--- src/rtl/fetch_stage.sv ---
// Instruction fetch stage: PC, IADD word-pair reassembly, registered decoded fields.
// Optional FETCH_HLT_EN macro enables HLT detection and the HALTED state.
module fetch_stage #(
    parameter int              PC_W     = 16,
    parameter logic [PC_W-1:0] RESET_PC = '0
) (
    input  logic            clk,
    input  logic            reset,
    input  logic            stall,
    input  logic            branch_taken,
    input  logic [PC_W-1:0] branch_target,
    output logic [PC_W-1:0] imem_addr,
    input  logic [15:0]     imem_data,
    output logic [6:0]      opcode,
    output logic [2:0]      rsrc,
    output logic [2:0]      rdst,
    output logic [15:0]     imm,
    output logic            instr_valid,
    output logic [PC_W-1:0] pc_out,
    output logic            halted
);

    localparam logic [6:0] OP_NOP  = 7'b1101000;
    localparam logic [6:0] OP_IADD = 7'b0100000;
`ifdef FETCH_HLT_EN
    localparam logic [6:0] OP_HLT  = 7'b1100001;
`endif
    localparam logic [PC_W-1:0] PC_ONE = {{(PC_W-1){1'b0}}, 1'b1};

    typedef enum logic [1:0] {
        FETCH     = 2'd0,
        FETCH_IMM = 2'd1
`ifdef FETCH_HLT_EN
        , HALTED  = 2'd2
`endif
    } state_t;

    typedef struct packed {
        logic [6:0]  op;
        logic [2:0]  rs;
        logic [2:0]  rd;
        logic [15:0] imm;
        logic        valid;
    } instr_t;

    localparam instr_t BUBBLE = '{op: OP_NOP, rs: 3'd0, rd: 3'd0, imm: 16'd0, valid: 1'b0};

    state_t          state_q, state_d;
    logic [PC_W-1:0] pc_q, pc_d;
    logic [PC_W-1:0] pc_out_q, pc_out_d;
    logic [PC_W-1:0] hold_pc_q, hold_pc_d;
    logic [2:0]      hold_rs_q, hold_rs_d;
    logic [2:0]      hold_rd_q, hold_rd_d;
    instr_t          out_q, out_d;

    logic [6:0] word_op;
    logic [2:0] word_rs;
    logic [2:0] word_rd;
    logic       unused_low_bits;

    assign word_op = imem_data[15:9];
    assign word_rs = imem_data[8:6];
    assign word_rd = imem_data[5:3];
    // Bits [2:0] of an instruction word carry no field.
    assign unused_low_bits = ^imem_data[2:0];

    always_comb begin
        state_d   = state_q;
        pc_d      = pc_q;
        pc_out_d  = pc_out_q;
        hold_pc_d = hold_pc_q;
        hold_rs_d = hold_rs_q;
        hold_rd_d = hold_rd_q;
        out_d     = out_q;

`ifdef FETCH_HLT_EN
        if (state_q == HALTED) begin
            out_d = BUBBLE;
        end else
`endif
        if (branch_taken) begin
            // Redirect abandons any half-assembled IADD.
            pc_d    = branch_target;
            out_d   = BUBBLE;
            state_d = FETCH;
        end else if (!stall) begin
            case (state_q)
                FETCH: begin
                    if (word_op == OP_IADD) begin
                        hold_pc_d = pc_q;
                        hold_rs_d = word_rs;
                        hold_rd_d = word_rd;
                        out_d     = BUBBLE;
                        pc_d      = pc_q + PC_ONE;
                        state_d   = FETCH_IMM;
`ifdef FETCH_HLT_EN
                    end else if (word_op == OP_HLT) begin
                        out_d    = '{op: word_op, rs: word_rs, rd: word_rd, imm: 16'd0, valid: 1'b1};
                        pc_out_d = pc_q;
                        state_d  = HALTED;
`endif
                    end else begin
                        out_d    = '{op: word_op, rs: word_rs, rd: word_rd, imm: 16'd0, valid: 1'b1};
                        pc_out_d = pc_q;
                        pc_d     = pc_q + PC_ONE;
                    end
                end
                FETCH_IMM: begin
                    out_d    = '{op: OP_IADD, rs: hold_rs_q, rd: hold_rd_q, imm: imem_data, valid: 1'b1};
                    pc_out_d = hold_pc_q;
                    pc_d     = pc_q + PC_ONE;
                    state_d  = FETCH;
                end
                default: begin
                    out_d   = BUBBLE;
                    state_d = FETCH;
                end
            endcase
        end
    end

    always_ff @(posedge clk) begin
        if (!reset) begin
            state_q   <= FETCH;
            pc_q      <= RESET_PC;
            pc_out_q  <= RESET_PC;
            hold_pc_q <= RESET_PC;
            hold_rs_q <= 3'd0;
            hold_rd_q <= 3'd0;
            out_q     <= BUBBLE;
        end else begin
            state_q   <= state_d;
            pc_q      <= pc_d;
            pc_out_q  <= pc_out_d;
            hold_pc_q <= hold_pc_d;
            hold_rs_q <= hold_rs_d;
            hold_rd_q <= hold_rd_d;
            out_q     <= out_d;
        end
    end

    assign imem_addr   = pc_q;
    assign opcode      = out_q.op;
    assign rsrc        = out_q.rs;
    assign rdst        = out_q.rd;
    assign imm         = out_q.imm;
    assign instr_valid = out_q.valid;
    assign pc_out      = pc_out_q;

`ifdef FETCH_HLT_EN
    assign halted = (state_q == HALTED);
`else
    assign halted = 1'b0;
`endif

endmodule

--- config.mk ---
export PLATFORM = sky130hd
export DESIGN_NAME = fetch_stage
export DESIGN_NICKNAME = d
export VERILOG_FILES = /design/src/rtl/fetch_stage.sv
export SDC_FILE = /design/constraint.sdc
export NUM_CORES = 1
export LEC_CHECK = 0
export CAP_MARGIN = 5
export CORE_ASPECT_RATIO = 1.1
export CORE_MARGIN = 10
export CORE_UTILIZATION = 51
export DETAILED_ROUTE_END_ITERATION = 8
export PLACE_DENSITY_LB_ADDON = 0.15
export SLEW_MARGIN = 40
export SYNTH_ARGS = -nofsm -noshare
export SYNTH_HDL_FRONTEND = slang
export SYNTH_SLANG_ARGS = --single-unit
--- constraint.sdc ---
create_clock -name clk -period 4.2 [get_ports clk]
set_clock_uncertainty 0.15 [all_clocks]
set_input_delay 0.84 -clock clk [delete_from_list [all_inputs] [get_ports clk]]
set_output_delay 0.84 -clock clk [all_outputs]
set_load 0.1 [all_outputs]
==> run summary <==
For the reported max-cap violation count, the log shows 0. The count of buffers added on input and output ports is 97. For the count of instances resized after the clock tree is built, the log shows 0.

0 antenna diodes ended up in the layout. Clock tree synthesis found a total of 85 sinks. The tools report the buffer cell driving the clock tree root as clkbuf_8. The die is 107 um tall. A synthesized cell averages 9.53 um^2. The number of distinct library cells after synthesis was 40. In this run, flip-flops and latches consume 46.3% of the power. Relative to the synthesized area, the layout overhead comes to 27.4%. The netlist area before placement was 3520 um^2; the share of layout cells above drive strength 1 was 19.9%. Counting every instance in the synthesized netlist gives 370. The setup path with the least slack is of type in -> reg. The number of ports placed on the die boundary is 99, and the post-synthesis compound-gate area fraction is 16.9%.

Routability-driven placement finished with a final weighted congestion of 0.781. CTS built an H-tree with a depth of 3. The first global-routing pass estimated 14800 um of wire. The number of setup buffers added after CTS is 0. The power density normalized to cell area works out to 413 nW/um^2.

Summed over all cells, the static leakage comes to 2.05 nW. Net switching is 30.8% of the power. For this run, the number of Yosys warnings is 0. In the layout the commonest cells are dfxtp_1, buf_2, mux2i_1. The tools report the number of CTS-inserted buffers as 9. The number of detailed-routing iterations run before antenna repair was 5; the multiplexer fraction of the synthesized cell area was 10.2%. The max-slew violation count was 0. The tools report the synthesized net count as 407.

After layout, the design draws a total of 0.00185 W. The routed wire length was 9140 um. Counting flops with a built-in enable in the synthesized netlist gives 0.

For the combinational fraction of design power, the log shows 18.3%. The leading register cell type out of synthesis was dfxtp_1. Global routing used 16.9% of the available tracks across all layers.

The average wire length per cell after detail routing came out at 16.8 um. For the critical path data arrival time, the log shows 2.96 ns. Setup repair after global routing left no endpoint under its margin. The routed via count divided by cell count is 5.52. The area fraction of the dominant cell type after synthesis is 48.3%, and the transition at the pin with the smallest max-transition slack is 0.795 ns. The run gives 6670 um^2 as the standard cell core area. The required arrival time at the worst endpoint was 4.35 ns. The path class of the tightest hold or removal check is reg -> reg. Detailed routing inserted a total of 3011 vias. The clock-pin slew reported for the worst setup and hold paths after clock tree synthesis was 0.09 ns. Detailed placement finished with a half-perimeter wire length of 6480 um. The type of destination of the critical path was a flop. The worst relative slew slack came out at 46.5%. The clock reaches the later pin of the worst-skew pair after 0.36 ns. Cell internal power was estimated by the tool at 0.00128 W. The starting utilization of the core area was 52.8%; the largest net degree at the start of global routing was 55. Flip-flop and latch count after synthesis: 85.

The tools report the sequential element share of the synthesized area as 48.3%. Counting flops with an async set or reset pin after synthesis yields a share of 0%. The achievable frequency is 0.356 GHz, and the worst IR drop on VDD is 0.000248 V. The run finished with clean final reports. After synthesis, the largest family of logic cells by area is compound AO/OA/AOI/OAI gates. The tools report the number of buffers on the longest clock path as 2. For this block, the initial DRC count from the detailed router was 167. The tools report the number of antenna violations at the first check in global routing as 0. Subtracting the final worst setup slack from the clock period gives 2.81 ns.

The overall die area was 10600 um^2. The run gives 31 as the total number of placement rows. The total overflow left after global routing is 0.

The net count of the finished layout is 495. Of the total synthesized cell area, the portion taken by AND, OR, NAND and NOR gates is 16.5%. The run gives 0 as the cts-stage hold buffer count. The library cell used most frequently in the layout, excluding fill and tap cells, is dfxtp_1.

Setup violations remaining at the end of the flow were counted as 0. Dividing the final minimum period by the clock period gives 67.0%. Once routing completed, OpenROAD measured the worst setup slack at 1.39 ns. The synthesized netlist devotes 0.355% of its cell area to adder and majority cells.

After routing, the total negative slack on setup checks comes to 0 ns. At the placement stage, the worst setup path has a slack of 1.07 ns. The xor/xnor share of the synthesized area was 3.48%. The launching element type of the critical path is an input port. The part of the total power dissipated in the clock network was 35.5%; the width of the die was 99.3 um. In this run the worst path has a maximum fanout of 13. The tools report the total count of hold-check failures in the final report as 0.

By area the synthesized netlist is led by dfxtp_1, mux2i_1, o211a_1. In the routed design, unresolved DRC markers number 0. In this run the remaining antenna-violating nets after routing total 0. For this design the total switching power over the nets is 0.000570 W. The synthesized design spends more area on one cell type than any other, namely dfxtp_1.

TritonCTS built the clock tree. The number of global-route vias before repair was 2982.
## sequential cells by signal, summed over array words and instances (netlist names), 7 cells and up
register	count
hold_pc_q	16
imem_addr	16
imm	16
pc_out	16
opcode	7
## area by class of cell
type / count / area (um^2)
Fill cell: 548 / 2180
Sequential cell: 85 / 1700
Multi-Input combinational cell: 249 / 1700
Timing Repair Buffer: 107 / 736
Clock buffer: 11 / 151
Tap cell: 82 / 103
Clock inverter: 5 / 82.6
Inverter: 6 / 22.5
## final timing paths
kind                                                 from                          to  slack (ns)  depth (start not counted)
worst max register to register  imem_addr[2]$_SDFFE_PN0P_  imem_addr[14]$_SDFFE_PN0P_        2.19                          3
worst min register to register     opcode[6]$_SDFFE_PP1N_      opcode[6]$_SDFFE_PP1N_        0.32                          2
worst min-delay path               opcode[6]$_SDFFE_PP1N_      opcode[6]$_SDFFE_PP1N_        0.32                          2
worst max-delay path                                stall        rdst[0]$_SDFFE_PP0N_        1.39                          5
## layer usage
layer / track usage [%] / up-vias / share of wire [%]
li1: - / 1483 / -
met1: 18.3 / 1411 / 42
met2: 28.7 / 101 / 49
met3: 6.87 / 16 / 8.0
met4: 7.17 / 0 / 1.6
met5: 0 / - / 0
## through the flow
stage	hold slack (ns)	area, um^2	utilization (%)	instances
after floorplan	0.317	3520	-	370
after global placement	0.301	4570	68.5	529
after detailed placement	0.303	4260	63.8	529
after CTS	0.326	4490	67.3	545
after global routing	0.359	4490	67.3	545
final	0.324	4490	67.3	545
## power by group through the flow
stage	combinational, W	clock, W	sequential (W)
6_report	0.000338	0.000657	0.000857
5_1_grt	0.000355	0.000698	0.000862
4_1_cts	0.000341	0.000670	0.000857
3_5_place_dp	0.000340	0	0.000876
3_3_place_gp	0.000359	0	0.000876
2_1_floorplan	0.0000805	0	0.00105
## worst max-delay path: stages
cell             delay [ns]
clkdlybuf4s50_1        0.67
nor2_2                 0.44
a21boi_0               0.70
a222oi_1               0.19
nor2_1                 0.12
## synthesized netlist by cell type (2+ instances only)
| cell | number |
|---|---|
| a21oi_1 | 14 |
| o21ai_0 | 17 |
| o211ai_1 | 3 |
| nor4_1 | 3 |
| o211a_1 | 17 |
| dfxtp_1 | 85 |
| nor2b_1 | 25 |
| buf_2 | 4 |
| a222oi_1 | 5 |
| clkbuf_1 | 20 |
| mux2i_1 | 36 |
| nand2_1 | 30 |
| a22oi_1 | 19 |
| xor2_1 | 4 |
| inv_1 | 6 |
| buf_1 | 4 |
| nand4_1 | 3 |
| nor3_1 | 7 |
| xnor2_1 | 10 |
| nand3_1 | 2 |
| and2_1 | 5 |
| nand4b_1 | 3 |
| nor2_1 | 30 |
| a221oi_1 | 2 |
## cell families after synthesis
| family | after synthesis |
|---|---|
| flops | 85 |
| simple gates | 115 |
| buf+inv | 36 |
| fa+ha+maj | 1 |
| compound gates | 82 |
| xor+xnor | 14 |
| other cells | 1 |
| mux | 36 |
Note: power is estimated with default switching activity, not from simulation.
==> RTL edit 1: new RTL, config.mk and constraints unchanged <==
The parameter `PC_W` goes from 16 to 32.
--- a/src/rtl/fetch_stage.sv
+++ b/src/rtl/fetch_stage.sv
@@ -2,5 +2,5 @@
 // Optional FETCH_HLT_EN macro enables HLT detection and the HALTED state.
 module fetch_stage #(
-    parameter int              PC_W     = 16,
+    parameter int              PC_W     = 32,
     parameter logic [PC_W-1:0] RESET_PC = '0
 ) (
Ports: changed (resized branch_target, imem_addr and pc_out); port bits go from 99 to 147. No check against the original RTL was run, so the function may have changed too.
==> RTL edit 1 against the original RTL <==
- power increased by 93%
- setup slack got worse by 9.6 ps
- via count increased by 91%
- largest cell class is now multi-input gates
- critical path depth increased by 1
- wire length increased by 95%
- maximum frequency decreased by 0.34%
- register-to-register slack got worse by 390 ps
- largest power group is now clock
- final area increased by 71%
- sequential cell count increased by 48
- area after synthesis increased by 72%
- worst hold slack got worse by 12 ps
- first-iteration DRC count increased to 2.8 times the old value
- count of clock-buffer cells in the layout increased by 10
- critical path type unchanged
- critical endpoint is now hold_pc_q[26]
==> RTL edit 1: results (changes against the original RTL) <==
Route
  • Wire length on met3: 1.48 mm (was 735 um)
  • DR iter-0 viols: 467 (was 167)
  • M1 wire length: 7.34 mm (was 3.81 mm)
  • Vias/cell: 5.96 (was 5.52)
  • Metal2 WL: 8.51 mm (was 4.45 mm)
  • Total wire length: 17.8 mm (was 9.14 mm)
  • Routed WL per cell: 18.5 um (was 16.8 um)

Power
  • Leak: 3.23 nW (was 2.05 nW)
  • Clock Power: 0.00158 W (was 0.000657 W)
  • Peak VDD IR: 0.302 mV (was 0.248 mV)
  • P_sw: 0.00110 W (was 0.000570 W)
  • P_seq: 0.00138 W (was 0.000857 W)
  • Clk pwr share: 0.442 (was 0.355)

Logic synthesis
  • Seq/Total Area, Yosys: 0.439 (was 0.483)
  • Top cells by count, synth: nand2_1, dfxtp_1, clkbuf_1 (was dfxtp_1, mux2i_1, nand2_1, nor2_1, nor2b_1)
  • Netlist cell types: 62 (was 40)
  • Cell count after synthesis: 686 (was 370)
  • Top post-synthesis cells by area: dfxtp_1, nand2_1, o211a_1, mux2i_1, a21boi_0 (was dfxtp_1, mux2i_1, o211a_1, nor2b_1, a22oi_1)
  • Mapped Nets: 739 (was 407)

Place
  • Inst Count DP: 931 (was 529)
  • DP Area: 0.00703 mm^2 (was 0.00426 mm^2)
  • Detailed placement HPWL: 12.3 mm (was 6.48 mm)
  • Gpl congestion: 0.851 (was 0.781)
  • Port Buffers: 145 (was 97)
  • DP Worst Slack: 945 ps (was 1070 ps)

CTS
  • Clock Root Buffer: clkbuf_16 (was clkbuf_8)
  • Clock Latency Late Sink: 420 ps (was 360 ps)
  • Max H-tree Level: 4 (was 3)
  • TritonCTS Buffers: 17 (was 9)
  • CTS clk-pin slew, worst paths: 60 ps (was 90 ps)

Setup path
  • Critical Path AT: 3010 ps (was 2960 ps)
  • Crit path capture: hold_pc_q[26] (was rdst[0])
  • Reg2reg path depth: 5 (was 3)
  • R2R Path Start: imem_addr[1] (was imem_addr[2])
  • Crit path max fanout: 38 (was 13)
  • Flop-to-flop setup slack: 1800 ps (was 2190 ps)
  • CP Launch Point: imem_data[14] (was stall)
  • RR Endpoint: imem_addr[16] (was imem_addr[14])

Run
  • Maxcap violations: 0 (unchanged)

Global routing
  • Largest net degree at the start of global routing: 65 (was 55)
  • GR Util met2: 0.338 (was 0.287)
  • Vias in the first global route: 5648 (was 2982)
  • Met3 Track Usage GR: 0.0726 (was 0.0687)
  • Global-route wire length before repair: 28.4 mm (was 14.8 mm)
  • Aggregate global-route resource usage: 0.211 (was 0.169)
  • M1 GR Usage: 0.251 (was 0.183)

STA
  • Worst hold slack: 312 ps (was 324 ps)
  • Slew HR: 0.423 (was 0.465)
  • Fmax: 354 MHz (was 356 MHz)

Final layout
  • Nets: 853 (was 495)
  • Util after Layout: 0.665 (was 0.673)
  • Fillcell total: 963 (was 548)
  • Layout cells sized above 1: 0.189 (was 0.199)

Status
  • Outcome: finished clean (unchanged)

Worst hold path
  • Hold path start: hold_pc_q[24] (was opcode[6])
  • Hold Path End: hold_pc_q[24] (was opcode[6])
==> RTL edit 1: kinds of logic (layout without fill, tap and decap cells) <==
kind of cell	count (synthesis)	count (layout)	share of synthesized area
fa+ha+maj	1	1	0.00206
buf+inv	64	191	0.0493
mux	31	31	0.0512
simple gates	269	269	0.222
compound gates	175	175	0.218
xor+xnor	12	12	0.0173
other cells	1	1	0.000618
flops	133	133	0.439
==> RTL edit 1: worst max-delay path: stages <==
cell,delay (ps)
clkdlybuf4s50_1,560
nor4b_2,620
and4_1,300
buf_4,390
nand2_1,110
a21boi_0,170
==> RTL edit 1: final cells by class <==
type                            count  area [um^2]  area share
Tap cell                          150          188      0.0244
Clock buffer                       21          460      0.0600
Timing Repair Buffer              155         1050       0.137
Multi-Input combinational cell    489         3130       0.408
Sequential cell                   133         2660       0.347
Clock inverter                     11          173      0.0225
Inverter                            4         15.0     0.00196
==> RTL edit 2: new RTL, same flow settings <==
Made on the original files. Add an input register stage for `branch_target`, cleared by the reset; this delays it by one clock. The other inputs are not delayed to match.
--- a/src/rtl/fetch_stage.sv
+++ b/src/rtl/fetch_stage.sv
@@ -46,4 +46,14 @@
     localparam instr_t BUBBLE = '{op: OP_NOP, rs: 3'd0, rd: 3'd0, imm: 16'd0, valid: 1'b0};
 
+    logic [PC_W-1:0] branch_target_q;
+
+    always_ff @(posedge clk) begin
+        if (!reset) begin
+            branch_target_q <= '0;
+        end else begin
+            branch_target_q <= branch_target;
+        end
+    end
+
     state_t          state_q, state_d;
     logic [PC_W-1:0] pc_q, pc_d;
@@ -81,5 +91,5 @@
         if (branch_taken) begin
             // Redirect abandons any half-assembled IADD.
-            pc_d    = branch_target;
+            pc_d    = branch_target_q;
             out_d   = BUBBLE;
             state_d = FETCH;
Function: changed (a bounded check fails within 4 cycles, from zero or initial values and one cycle with reset low).
==> RTL edit 2 against the original RTL <==
- final area increased by 9.4%
- setup slack improved by 73 ps
- power increased by 6.4%
- synthesized cell count increased by 19%
- area after synthesis increased by 13%
- first-iteration DRC count increased by 3.6%
- sequential cell count increased by 16
- wire length increased by 3.8%
- worst hold slack got worse by 15 ps
- final cell count increased by 16%
- utilization decreased by 2.3 points
- critical path type unchanged
- highest routed layer unchanged
==> RTL edit 2: results (changes against the original RTL) <==
Route
  • Highest routed layer: met4 (unchanged)
  • Routed WL per cell: 15.0 um (was 16.8 um)
  • Vias: 3356 (was 3011)
  • Vias/cell: 5.30 (was 5.52)
  • M1 wire length: 4.46 mm (was 3.81 mm)
  • Metal2 WL: 4.29 mm (was 4.45 mm)
  • Wire length on met3: 627 um (was 735 um)
  • DR iter-0 viols: 173 (was 167)
  • First-pass detailed-route iteration total: 5 (unchanged)

Power
  • Peak VDD IR: 0.259 mV (was 0.248 mV)
  • Int Pwr: 0.00137 W (was 0.00128 W)
  • Leak: 2.11 nW (was 2.05 nW)

Logic synthesis
  • Mapped Nets: 478 (was 407)
  • Cell count after synthesis: 441 (was 370)
  • Ys Warns: 0 (unchanged)
  • Top cells by count, synth: dfxtp_1, nand2_1, nor2_1 (was dfxtp_1, mux2i_1, nand2_1, nor2_1, nor2b_1)
  • Seq/Total Area, Yosys: 0.507 (was 0.483)
  • Post-synth ARST share: 0 (unchanged)
  • Netlist cell types: 41 (was 40)
  • Top post-synthesis cells by area: dfxtp_1, nand2_1, o211a_1, o21ai_0, a22oi_1 (was dfxtp_1, mux2i_1, o211a_1, nor2b_1, a22oi_1)

STA
  • Slew @ Worst Pin: 653 ps (was 795 ps)

Global routing
  • Largest net degree at the start of global routing: 49 (was 55)
  • Aggregate global-route resource usage: 0.159 (was 0.169)
  • Global-route wire length before repair: 15.7 mm (was 14.8 mm)
  • Vias in the first global route: 3193 (was 2982)
  • Initial antenna violation count: 0 (unchanged)
  • GR Util met2: 0.248 (was 0.287)
  • M1 GR Usage: 0.202 (was 0.183)
  • Met3 Track Usage GR: 0.0528 (was 0.0687)

Final layout
  • Sequential Area: 0.00202 mm^2 (was 0.00170 mm^2)
  • Nets: 560 (was 495)
  • Layout cells sized above 1: 0.184 (was 0.199)
  • Fillcell total: 665 (was 548)

Setup path
  • Data required time at the worst endpoint: 4320 ps (was 4350 ps)
  • CP max-delay cell: a21boi_4 (was a21boi_0)
  • Crit path max fanout: 29 (was 13)
  • Critical path's top delay family: compound AO/OA/AOI/OAI gates (unchanged)
  • CP peak stage delay: 630 ps (was 700 ps)

Place
  • Gpl congestion: 0.777 (was 0.781)
  • Port Buffers: 97 (unchanged)
  • Inst Count DP: 617 (was 529)
  • Detailed placement HPWL: 6.93 mm (was 6.48 mm)
  • DP Area: 0.00471 mm^2 (was 0.00426 mm^2)
  • DP Worst Slack: 1100 ps (was 1070 ps)

CTS
  • Clock Latency Late Sink: 370 ps
  • Clock Root Buffer: clkbuf_8 (unchanged)
  • Post-cts sizing count: 0 (unchanged)
  • CTS clk-pin slew, worst paths: 100 ps
  • Setup Buffers After CTS: 0 (unchanged)
  • Max H-tree Level: 3 (unchanged)
  • Clock tree buffer depth: 2 (unchanged)

Status
  • Outcome: finished clean (unchanged)

Worst hold path
  • Hold Crit Class: flip-flop to flip-flop (unchanged)
[RTL edit 2: cell count changes in the layout (fill, tap and decap cells not counted), moves of 2 or more]
cell             before  now
buf_2                62   64
a31o_2                0    2
nand3_1               2   25
o211a_1              17   20
o21ai_0              17   34
clkdlybuf4s50_1      35   33
dfxtp_1              85  101
o211ai_1              3    6
mux2i_1              36   12
and2_1                5   18
nor2_1               30   38
nand2_1              30   56
nor2b_1              25    3
xnor2_1              10    8
[RTL edit 2: final cells by class]
| type | count | share of cell area |
|---|---|---|
| sequential | 101 | 0.412 |
| tap | 105 | 0.0267 |
| multi-input combinational | 298 | 0.368 |
| clock buffer | 11 | 0.0288 |
| timing repair buffer | 107 | 0.148 |
| inverter | 6 | 0.00458 |
| clock inverter | 5 | 0.0122 |
[RTL edit 2: final timing paths]
check | from | end | slack [ps] | cells after the start
worst max-delay path | branch_taken | pc_out[11] | 1460 | 5
worst min-delay path | branch_target_q[2] | imem_addr[2] | 310 | 1
worst max register to register | state_q[0] | rdst[1] | 2140 | 5
worst min register to register | branch_target_q[2] | imem_addr[2] | 310 | 1
[RTL edit 2: kinds of logic after synthesis]
logic type,count (synthesis),share of synthesized area
flip-flops,101,0.507
AO/OA/AOI/OAI,106,0.188
other,1,0.000940
XOR/XNOR,11,0.0242
AND/OR/NAND/NOR,167,0.204
multiplexers,12,0.0301
buffers and inverters,42,0.0427
adder cells (fa/ha/maj),1,0.00314
[RTL edit 2: power by group through the flow]
stage / sequential, W / combinational [W] / clock (W)
floorplan: 0.00120 / 0.0000922 / 0
global placement: 0.00104 / 0.000360 / 0
detailed placement: 0.00104 / 0.000343 / 0
CTS: 0.00102 / 0.000344 / 0.000630
global route: 0.00102 / 0.000362 / 0.000660
finish: 0.00102 / 0.000342 / 0.000613
